**config.mk**
```make
export PLATFORM = sky130hd
export DESIGN_NAME = mc_control_fsm
export DESIGN_NICKNAME = d
export VERILOG_FILES = /design/src/rtl/mc_control_fsm.sv
export SDC_FILE = /design/constraint.sdc
export NUM_CORES = 1
export LEC_CHECK = 0
export CAP_MARGIN = 15
export CORE_UTILIZATION = 32
export DETAILED_ROUTE_END_ITERATION = 16
export DONT_BUFFER_PORTS = 1
export SLEW_MARGIN = 20
export SYNTH_ARGS = -nofsm -noshare
export SYNTH_HDL_FRONTEND = slang
export SYNTH_SLANG_ARGS = --single-unit
```
**constraint.sdc**
```tcl
create_clock -name clk -period 1.8 [get_ports clk]
set_clock_uncertainty 0.2 [all_clocks]
set_input_delay 0.18 -clock clk [delete_from_list [all_inputs] [get_ports clk]]
set_output_delay 0.18 -clock clk [all_outputs]
set_load 0.03 [all_outputs]
```
**src/rtl/mc_control_fsm.sv**
```systemverilog
// Multi-cycle MIPS main controller: fetch/decode/execute/memory/writeback sequencing.
// Define INSN_TRAP_EN to route unrecognised opcodes through a TRAP state.
module mc_control_fsm #(
  parameter logic [5:0] OP_RTYPE = 6'h00,
  parameter logic [5:0] OP_LW    = 6'h23,
  parameter logic [5:0] OP_SW    = 6'h2B,
  parameter logic [5:0] OP_BEQ   = 6'h04,
  parameter logic [5:0] OP_ADDI  = 6'h08,
  parameter logic [5:0] OP_J     = 6'h02
) (
  input  logic       clk,
  input  logic       reset,
  input  logic [5:0] op,
  input  logic       zero,
  input  logic       mem_ready,
  output logic       mem_req,
  output logic       pc_en,
  output logic       ir_write,
  output logic       iord,
  output logic       mem_write,
  output logic       reg_write,
  output logic       reg_dst,
  output logic       mem_to_reg,
  output logic       alu_src_a,
  output logic [1:0] alu_src_b,
  output logic [1:0] alu_op,
  output logic [1:0] pc_src,
  output logic [3:0] state
);

  typedef enum logic [3:0] {
    FETCH   = 4'd0,
    DECODE  = 4'd1,
    MEMADR  = 4'd2,
    MEMRD   = 4'd3,
    MEMWB   = 4'd4,
    MEMWR   = 4'd5,
    RTYPEEX = 4'd6,
    RTYPEWB = 4'd7,
    BEQEX   = 4'd8,
    ADDIEX  = 4'd9,
    ADDIWB  = 4'd10,
    JEX     = 4'd11,
    TRAP    = 4'd12
  } state_e;

  state_e state_q, state_d;

  always_ff @(posedge clk or negedge reset) begin
    if (!reset) state_q <= FETCH;
    else        state_q <= state_d;
  end

  assign state = state_q;

  always_comb begin
    state_d    = state_q;
    mem_req    = 1'b0;
    pc_en      = 1'b0;
    ir_write   = 1'b0;
    iord       = 1'b0;
    mem_write  = 1'b0;
    reg_write  = 1'b0;
    reg_dst    = 1'b0;
    mem_to_reg = 1'b0;
    alu_src_a  = 1'b0;
    alu_src_b  = 2'd0;
    alu_op     = 2'd0;
    pc_src     = 2'd0;

    case (state_q)
      FETCH: begin
        mem_req   = 1'b1;
        alu_src_b = 2'd1;
        // PC and IR load only on the completing cycle, so a stalled fetch advances PC once.
        pc_en     = mem_ready;
        ir_write  = mem_ready;
        if (mem_ready) state_d = DECODE;
      end
      DECODE: begin
        alu_src_b = 2'd3;
        if (op == OP_LW || op == OP_SW) state_d = MEMADR;
        else if (op == OP_RTYPE)        state_d = RTYPEEX;
        else if (op == OP_BEQ)          state_d = BEQEX;
        else if (op == OP_ADDI)         state_d = ADDIEX;
        else if (op == OP_J)            state_d = JEX;
`ifdef INSN_TRAP_EN
        else                            state_d = TRAP;
`else
        else                            state_d = FETCH;
`endif
      end
      MEMADR: begin
        alu_src_a = 1'b1;
        alu_src_b = 2'd2;
        state_d   = (op == OP_LW) ? MEMRD : MEMWR;
      end
      MEMRD: begin
        mem_req = 1'b1;
        iord    = 1'b1;
        if (mem_ready) state_d = MEMWB;
      end
      MEMWB: begin
        reg_write  = 1'b1;
        mem_to_reg = 1'b1;
        state_d    = FETCH;
      end
      MEMWR: begin
        mem_req   = 1'b1;
        iord      = 1'b1;
        mem_write = 1'b1;
        if (mem_ready) state_d = FETCH;
      end
      RTYPEEX: begin
        alu_src_a = 1'b1;
        alu_op    = 2'd2;
        state_d   = RTYPEWB;
      end
      RTYPEWB: begin
        reg_write = 1'b1;
        reg_dst   = 1'b1;
        state_d   = FETCH;
      end
      BEQEX: begin
        alu_src_a = 1'b1;
        alu_op    = 2'd1;
        pc_src    = 2'd1;
        pc_en     = zero;
        state_d   = FETCH;
      end
      ADDIEX: begin
        alu_src_a = 1'b1;
        alu_src_b = 2'd2;
        state_d   = ADDIWB;
      end
      ADDIWB: begin
        reg_write = 1'b1;
        state_d   = FETCH;
      end
      JEX: begin
        pc_src  = 2'd2;
        pc_en   = 1'b1;
        state_d = FETCH;
      end
`ifdef INSN_TRAP_EN
      TRAP: begin
        pc_src  = 2'd3;
        pc_en   = 1'b1;
        state_d = FETCH;
      end
`endif
      default: state_d = FETCH;
    endcase

    // Outputs are forced quiet for the whole time reset is held, not just at the edge.
    if (!reset) begin
      mem_req    = 1'b0;
      pc_en      = 1'b0;
      ir_write   = 1'b0;
      iord       = 1'b0;
      mem_write  = 1'b0;
      reg_write  = 1'b0;
      reg_dst    = 1'b0;
      mem_to_reg = 1'b0;
      alu_src_a  = 1'b0;
      alu_src_b  = 2'd0;
      alu_op     = 2'd0;
      pc_src     = 2'd0;
    end
  end

endmodule

```
==> results.md <==
- The run finished, with violations left.
- The final reports fail on design-rule violations, negative hold slack.
- The number of cells on the worst hold path is 3.
- The flip-flop count of the largest register after layout is 4.
- The final hold slack is -5.51 ps.
- The worst relative slew slack is 72.6%.
- Clock-pin slew was measured on the worst setup and hold paths at 40 ps.
- Along the worst path, the maximum fanout reaches 7.
- For this run the aggregate overflow at the end of global routing stands at 0.
- The most common cell after layout, fill and taps aside is sky130_fd_sc_hd__buf_4.
- The start point of the critical path is state[0]$_DFFE_PN0P_.
- The number of H-tree branching levels is 1.
- The number of placement rows is 14.
- The routability congestion estimate from global placement is 0.794.
- The arrival time at the worst endpoint is 1420 ps.
- Setup repair after global routing could not meet its margin everywhere.
- The total number of vias is 674.
- The smallest clock period supported by the final layout is computed as 1800 ps.
- The number of max-capacitance violations reported is 0.
- The depth of the worst register-to-register path is 4.
- The area of the die is between 1500 and 2000 um2.
- The power after layout is 1.23 mW.
- The final setup violation count is 0.
- The largest net degree at the start of global routing is 11.
- The die span in y is 43.3 um.
- The via count of the first global-routing pass is 647.
- The final-stage net count is about 120.
- In this run, CTS created clock tree buffers numbering 3.
- After layout, the worst path uses about 100% of the clock period.
- Detailed placement finished with a half-perimeter wire length of ~1200 um.
- The post-route netlist has 49.1% of its cells at a drive strength greater than 1.
- After the first detailed-routing iteration, the DRC count stood at 13.
- For this run, the share of the core covered by cells in the final layout is 61.4%.
- The synthesized design contains 0 enable-type register cells.
- The number of antenna violations at the first check in global routing is 0.
- The peak ir drop on the vdd network is 0.000714 V.
- The final number of hold-violating endpoints is 2.
- For this run, the leading register cell type out of synthesis is sky130_fd_sc_hd__dfrtp_1.
- The Yosys step of the flow raised 0 warnings.
- The clock drives 4 sinks.
- In the synthesized netlist the async set-or-reset flop fraction comes to 100%.
- Based on the critical path, the design can be clocked at up to 0.556 GHz.
- The worst reg-to-reg setup slack is 200 ps.
- The worst setup path is launched from a register.
- The endpoint of the worst hold-timing path is state[3]$_DFFE_PN0P_.
- The placed instances occupy a cell area of roughly 770 um2.
- The global routing met2 resource utilization is between 30% and 40%.
- For this run, global-route usage on met3 was measured as less than 1%.
- The mapped netlist covers 547 um2.
- The number of pins exceeding their max-slew limit in the final report came to 0.
- Dividing the detail-routed via count by the number of cells gives 5.52.
- The number of nets in the synthesized netlist is 82.
- Averaged over all synthesized cells, the footprint is 7.59 um2.
- The overall routing resource usage is a little over a fifth.
- Wires add up to 1900 um.
- The analysis attributes to cell leakage a power of 0.382 nW.
- In the final timing run, aggregate negative setup slack is 0 ps.
- The count of input and output buffers is 0.
- The worst setup path is of the reg -> out kind.
- The post-detailed-route wirelength per cell is 15.6 um.
- The area of the core is 1560 um2.
- The initial cell density of the core is 35.1%.
- In this run the worst hold path is classified as in -> reg.
- The clock insertion delay at the later pin of the skew report is 240 ps.
- The critical path data required time is 1420 ps.
- For the pin with the worst max-slew slack, the measured transition is 407 ps.
- The worst hold path begins at op[1].
- The number of top-level pins is 29.
- Measured along the x axis, the die boundary spans 43.3 um.
- The count of unique library cells instantiated by Yosys is 35.
- The endpoint identified for the worst register-to-register timing path is state[2]$_DFFE_PN0P_.
- In this run the deepest clock path goes through 2 buffers.
- For this run, design rule violations remaining after detail routing come to 4.
- In this run the critical register-to-register path is launched from state[1]$_DFFE_PN0P_.
- The busiest metal layer after global routing is met2.
- In this run the clock root is driven by a sky130_fd_sc_hd__clkbuf_4.
- The power per standard cell area is 1280 nW/um2.
- The first-pass iteration count of the detailed router is 11.
- The first global-routing pass estimated around 3000 um of wire.
- The number of antenna diodes in the final layout is 0.
- The top cell types in the final layout, fill and taps aside, are sky130_fd_sc_hd__buf_4 (22), sky130_fd_sc_hd__dlygate4sd3_1 (8), sky130_fd_sc_hd__nand2_1 (6), sky130_fd_sc_hd__nor3_1 (6), sky130_fd_sc_hd__buf_6 (5).
- TritonCTS built the clock tree.
- The cell count after synthesis is a little over 70.
- After synthesis the netlist holds a flip-flop and latch count of 4.
- The post-synthesis sequential area ratio is between 15 and 20%.
- The area overhead of the layout relative to synthesis is 75.1%.
- The met1 demand-to-capacity share in global routing is 26.9%.
- The count of antenna-violating nets left after detailed routing is 0.
- The critical path capture point type is an output pin.
- With fillers left out, the area of the finished cells amounts to between 900 and 1000 um2.
-- synth_stat cells, types with 2 or more instances --
library cell | count | area share (%)
sky130_fd_sc_hd__dfrtp_1 | 4 | 18
sky130_fd_sc_hd__nor3b_1 | 4 | 5.5
sky130_fd_sc_hd__xnor2_1 | 2 | 3.2
sky130_fd_sc_hd__buf_6 | 2 | 4.1
sky130_fd_sc_hd__xor2_1 | 2 | 3.2
sky130_fd_sc_hd__nor2b_1 | 2 | 2.3
sky130_fd_sc_hd__nand2b_1 | 4 | 4.6
sky130_fd_sc_hd__buf_2 | 2 | 1.8
sky130_fd_sc_hd__o21ai_0 | 3 | 2.7
sky130_fd_sc_hd__nor3_1 | 9 | 8.2
sky130_fd_sc_hd__nand2_1 | 6 | 4.1
sky130_fd_sc_hd__a21oi_1 | 5 | 4.6
sky130_fd_sc_hd__nand4b_1 | 2 | 3.2
sky130_fd_sc_hd__nor2_1 | 4 | 2.7
-- cells by family (layout without fill, tap and decap cells) --
logic type | count (synthesis) | in the layout | synth area share [%]
xor+xnor | 4 | 4 | 6.41
flops | 4 | 4 | 18.3
simple gates | 38 | 38 | 41.0
mux | 1 | 1 | 1.83
buf+inv | 7 | 41 | 9.15
compound gates | 18 | 18 | 23.3
-- critical path, stage by stage (launching register included) --
cell                        delay [ps]
sky130_fd_sc_hd__dfrtp_2           450
sky130_fd_sc_hd__nand2b_1          180
sky130_fd_sc_hd__buf_4             160
sky130_fd_sc_hd__a2bb2oi_1         130
sky130_fd_sc_hd__nor2b_1           110
sky130_fd_sc_hd__buf_4             170
-- what timing repair did --
action / 4_1_cts / 5_1_grt
cloned: 0 / 0
resized for setup: 9 / 10
pin swaps: 2 / 6
setup buffers: 0 / 3
hold buffers: 9 / 0
endpoints found under the hold margin: 7 / 0
endpoints found under the setup margin: 7 / 10
-- report_power, final --
part	internal, mW	switching (mW)	leakage [nW]
clock	0.0747	0.0385	0.0138
combinational	0.418	0.521	0.319
sequential	0.121	0.0537	0.0489
-- metal layers --
layer  routed length, um  vias up
met4                   0        0
li1                    -      338
met1                 764      304
met3                 138        0
met2                 995       32
met5                   0        -
-- worst max-delay path by stage --
stage,depth (start not counted),slack [ps],endpoint
after floorplan,3,-110,pc_src[0]
after CTS,4,-3,alu_src_a
final,5,0.5,reg_write
after detailed placement,3,200,alu_op[0]
after global placement,4,190,mem_req
after global routing,4,-90,mem_req
-- per-stage QoR --
| stage | std cells | hold slack (ps) | setup slack (ps) |
|---|---|---|---|
| floorplan | 72 | -316 | -111 |
| CTS | 120 | 2.62 | -2.64 |
| global placement | 108 | -315 | 191 |
| global route | 122 | 22.0 | -87.0 |
| finish | 122 | -5.51 | 0.469 |
| detailed placement | 108 | -315 | 196 |
-- cell type report --
cell class | instances | area, um2
clock buffer | 3 | 22.5
fill | 138 | 602
inverter | 2 | 15.0
multi-input combinational | 61 | 474
sequential | 4 | 104
tap | 16 | 20.0
timing repair buffer | 36 | 322
No activity file was read; power rests on OpenSTA's default activity.
==> RTL change (same settings) <==
Make the reset (`reset`) synchronous in one clocked block.
--- a/src/rtl/mc_control_fsm.sv
+++ b/src/rtl/mc_control_fsm.sv
@@ -47,5 +47,5 @@
   state_e state_q, state_d;
 
-  always_ff @(posedge clk or negedge reset) begin
+  always_ff @(posedge clk) begin
     if (!reset) state_q <= FETCH;
     else        state_q <= state_d;
Function: differs if reset is asserted again (counterexample within 4 cycles, from zero or initial values and one cycle with reset low); with reset held inactive, the same outputs for 10 cycles.
==> RTL change against the original RTL <==
The flow finishes with violations (design-rule violations). Worst setup slack better by 0.064 ns. First-iteration DRC count rose by 62%. Area after synthesis up 3.0%. Fmax grew 3.7%. Worst hold slack better by 0.017 ns. Cell count is 2.5% lower. Core utilization down 10 points. Sequential cell count stayed put. Routed wire length fell by 14%. Critical path depth unchanged. Die area is 2.8% higher. Cell area shrank 16%.
Power is left out: it rests on default switching activity, and per cell area and clock period it moved more than threefold.
==> RTL change: results (changes against the original RTL) <==
Post-synthesis mux area share - 1.78% (-0.053 points)
Critical R2R Launch - state[0]
Layout Nets - 115 (-2.5%)
Synth Area in Adders - 0% (unchanged)
GRT Total Usage - 17.9% (-3.3 points)
Clock latency at the later pin of the worst-skew pair - 0.23 ns
Yosys warns - 0 (unchanged)
# port buffers - 0 (unchanged)
H-tree depth reported by CTS - 1 (unchanged)
Met3 usage in global routing - 3.75% (+2.9 points)
First-pass GRT wire length - 2590 µm (-12%)
Clk slew on worst S/H paths - 0.04 ns (about the same)
Met1 usage - 23.2% (-3.8 points)
XOR/XNOR share of the synthesized area - 3.11% (-3.3 points)
CTS Buf Count - 3 (unchanged)
Dpl hpwl - 1160 µm (-6.6%)
Pre-antenna DRT Iters - 10 (-1)
Hold_sp - op[0]
Layout cells sized above 1 - 35.0% (-14 points)
Failing checks - design-rule violations
Fraction of registers with async set/reset - 0% (-100 points)
Routability Congestion - 0.847 (+6.7%)
Synth unique cells - 33 (-5.7%)
Via count - 678 (+0.59%)
Outcome - finished, violations left
Worst Setup SP - state[3]
Commonest cells in the netlist - nor2_1 (14), nor3_1 (8), a21oi_1 (7), nand2b_1 (7), nand2_1 (6)
Met2 usage in global routing - 28.7% (-8.3 points)
Largest net degree at the start of global routing - 19 (+8)
Fill cells - 175 (+27%)
Average vias per placed instance - 5.70 (+3.1%)
Mean Syn Cell Area - 6.55 µm² (-14%)
Worst slack at placement - 0.190 ns (-0.00595 ns)
Slew of the pin with the lowest slew margin - 0.377 ns (-0.0301 ns)
Post-Syn Nets - 96 (+17%)
DRT iter0 DRCs - 21 (+8)
Antenna cells - 0 (unchanged)
CP max stage delay - 0.36 ns (-0.09 ns)
Placed Instances - 113 (+4.6%)
MaxCap Viol Count - 0 (unchanged)
Number of global-route vias before repair - 577 (-11%)
Sequential area share after synthesis - 14.2% (-4.1 points)
Routed len/inst - 13.7 µm (-12%)
Slowest CP cell - dfxtp_2
Antenna violations before repair - 0 (unchanged)
Complex-gate fraction of the synthesized area - 25.1% (+1.8 points)
Crit path max fanout - 8 (+1)
Area contributors post-synth - dfxtp_1 (14%), nor2_1 (9.3%), nand2b_1 (7.8%), nor3_1 (7.1%), a21oi_1 (6.2%)
Drt drc - 3 (-1)
Root buffer cell - clkbuf_4
## RTL change: changes by cell type after synthesis, moves of 2 or more
cell / unedited run / this run
nor2_1: 4 / 14
dfrtp_1: 4 / 0
dfxtp_1: 0 / 4
and4b_1: 0 / 3
nand2b_1: 4 / 7
nor2b_1: 2 / 5
nor3b_1: 4 / 1
a21boi_0: 0 / 2
a21oi_1: 5 / 7
buf_2: 2 / 4
buf_6: 2 / 0
o21a_1: 0 / 2
xnor2_1: 2 / 0
## RTL change: routing by layer
| metal | up-vias | share of wire [%] |
|---|---|---|
| li1 | 344 | - |
| met1 | 300 | 44 |
| met2 | 32 | 47 |
| met3 | 2 | 8.3 |
| met4 | 0 | 0.43 |
| met5 | - | 0 |
## RTL change: final cells by class
type | instances | share of cell area (%)
Multi-Input combinational cell | 75 | 60.2
Timing Repair Buffer | 20 | 22.5
Sequential cell | 4 | 11.5
Clock buffer | 3 | 2.80
Tap cell | 16 | 2.48
Inverter | 1 | 0.466
## RTL change: cell families after synthesis
family,Yosys count
compound gates,21
xor+xnor,2
buf+inv,7
flops,4
mux,1
simple gates,51
## RTL change: path summary, 6_finish.rpt
check              endpoint  slack [ns]  cells past startpoint
hold / removal     state[3]        0.01                      3
setup reg to reg   state[2]        0.31                      4
setup / recovery  reg_write        0.06                      5
hold reg to reg    state[1]        0.50                      2
## RTL change: worst reg2reg max path, cell delays in order (launching register included)
cell	delay, ns
dfxtp_4	0.39
or2b_4	0.24
nor2_1	0.05
and4b_1	0.17
o311a_1	0.31
## RTL change: through the flow
stage | cell area [µm²] | util, %
after floorplan | 586 | -
after global placement | 727 | 46.1
after detailed placement | 727 | 46.1
after CTS | 763 | 48.4
after global routing | 806 | 51.1
final | 806 | 51.1
## RTL change: timing repair
item,CTS,global route
gates resized for setup,2,8
hold buffers,1,0
cloned,0,0
endpoints found under the hold margin,4,0
endpoints found under the setup margin,3,8
setup buffers,0,2
pin swaps,0,0
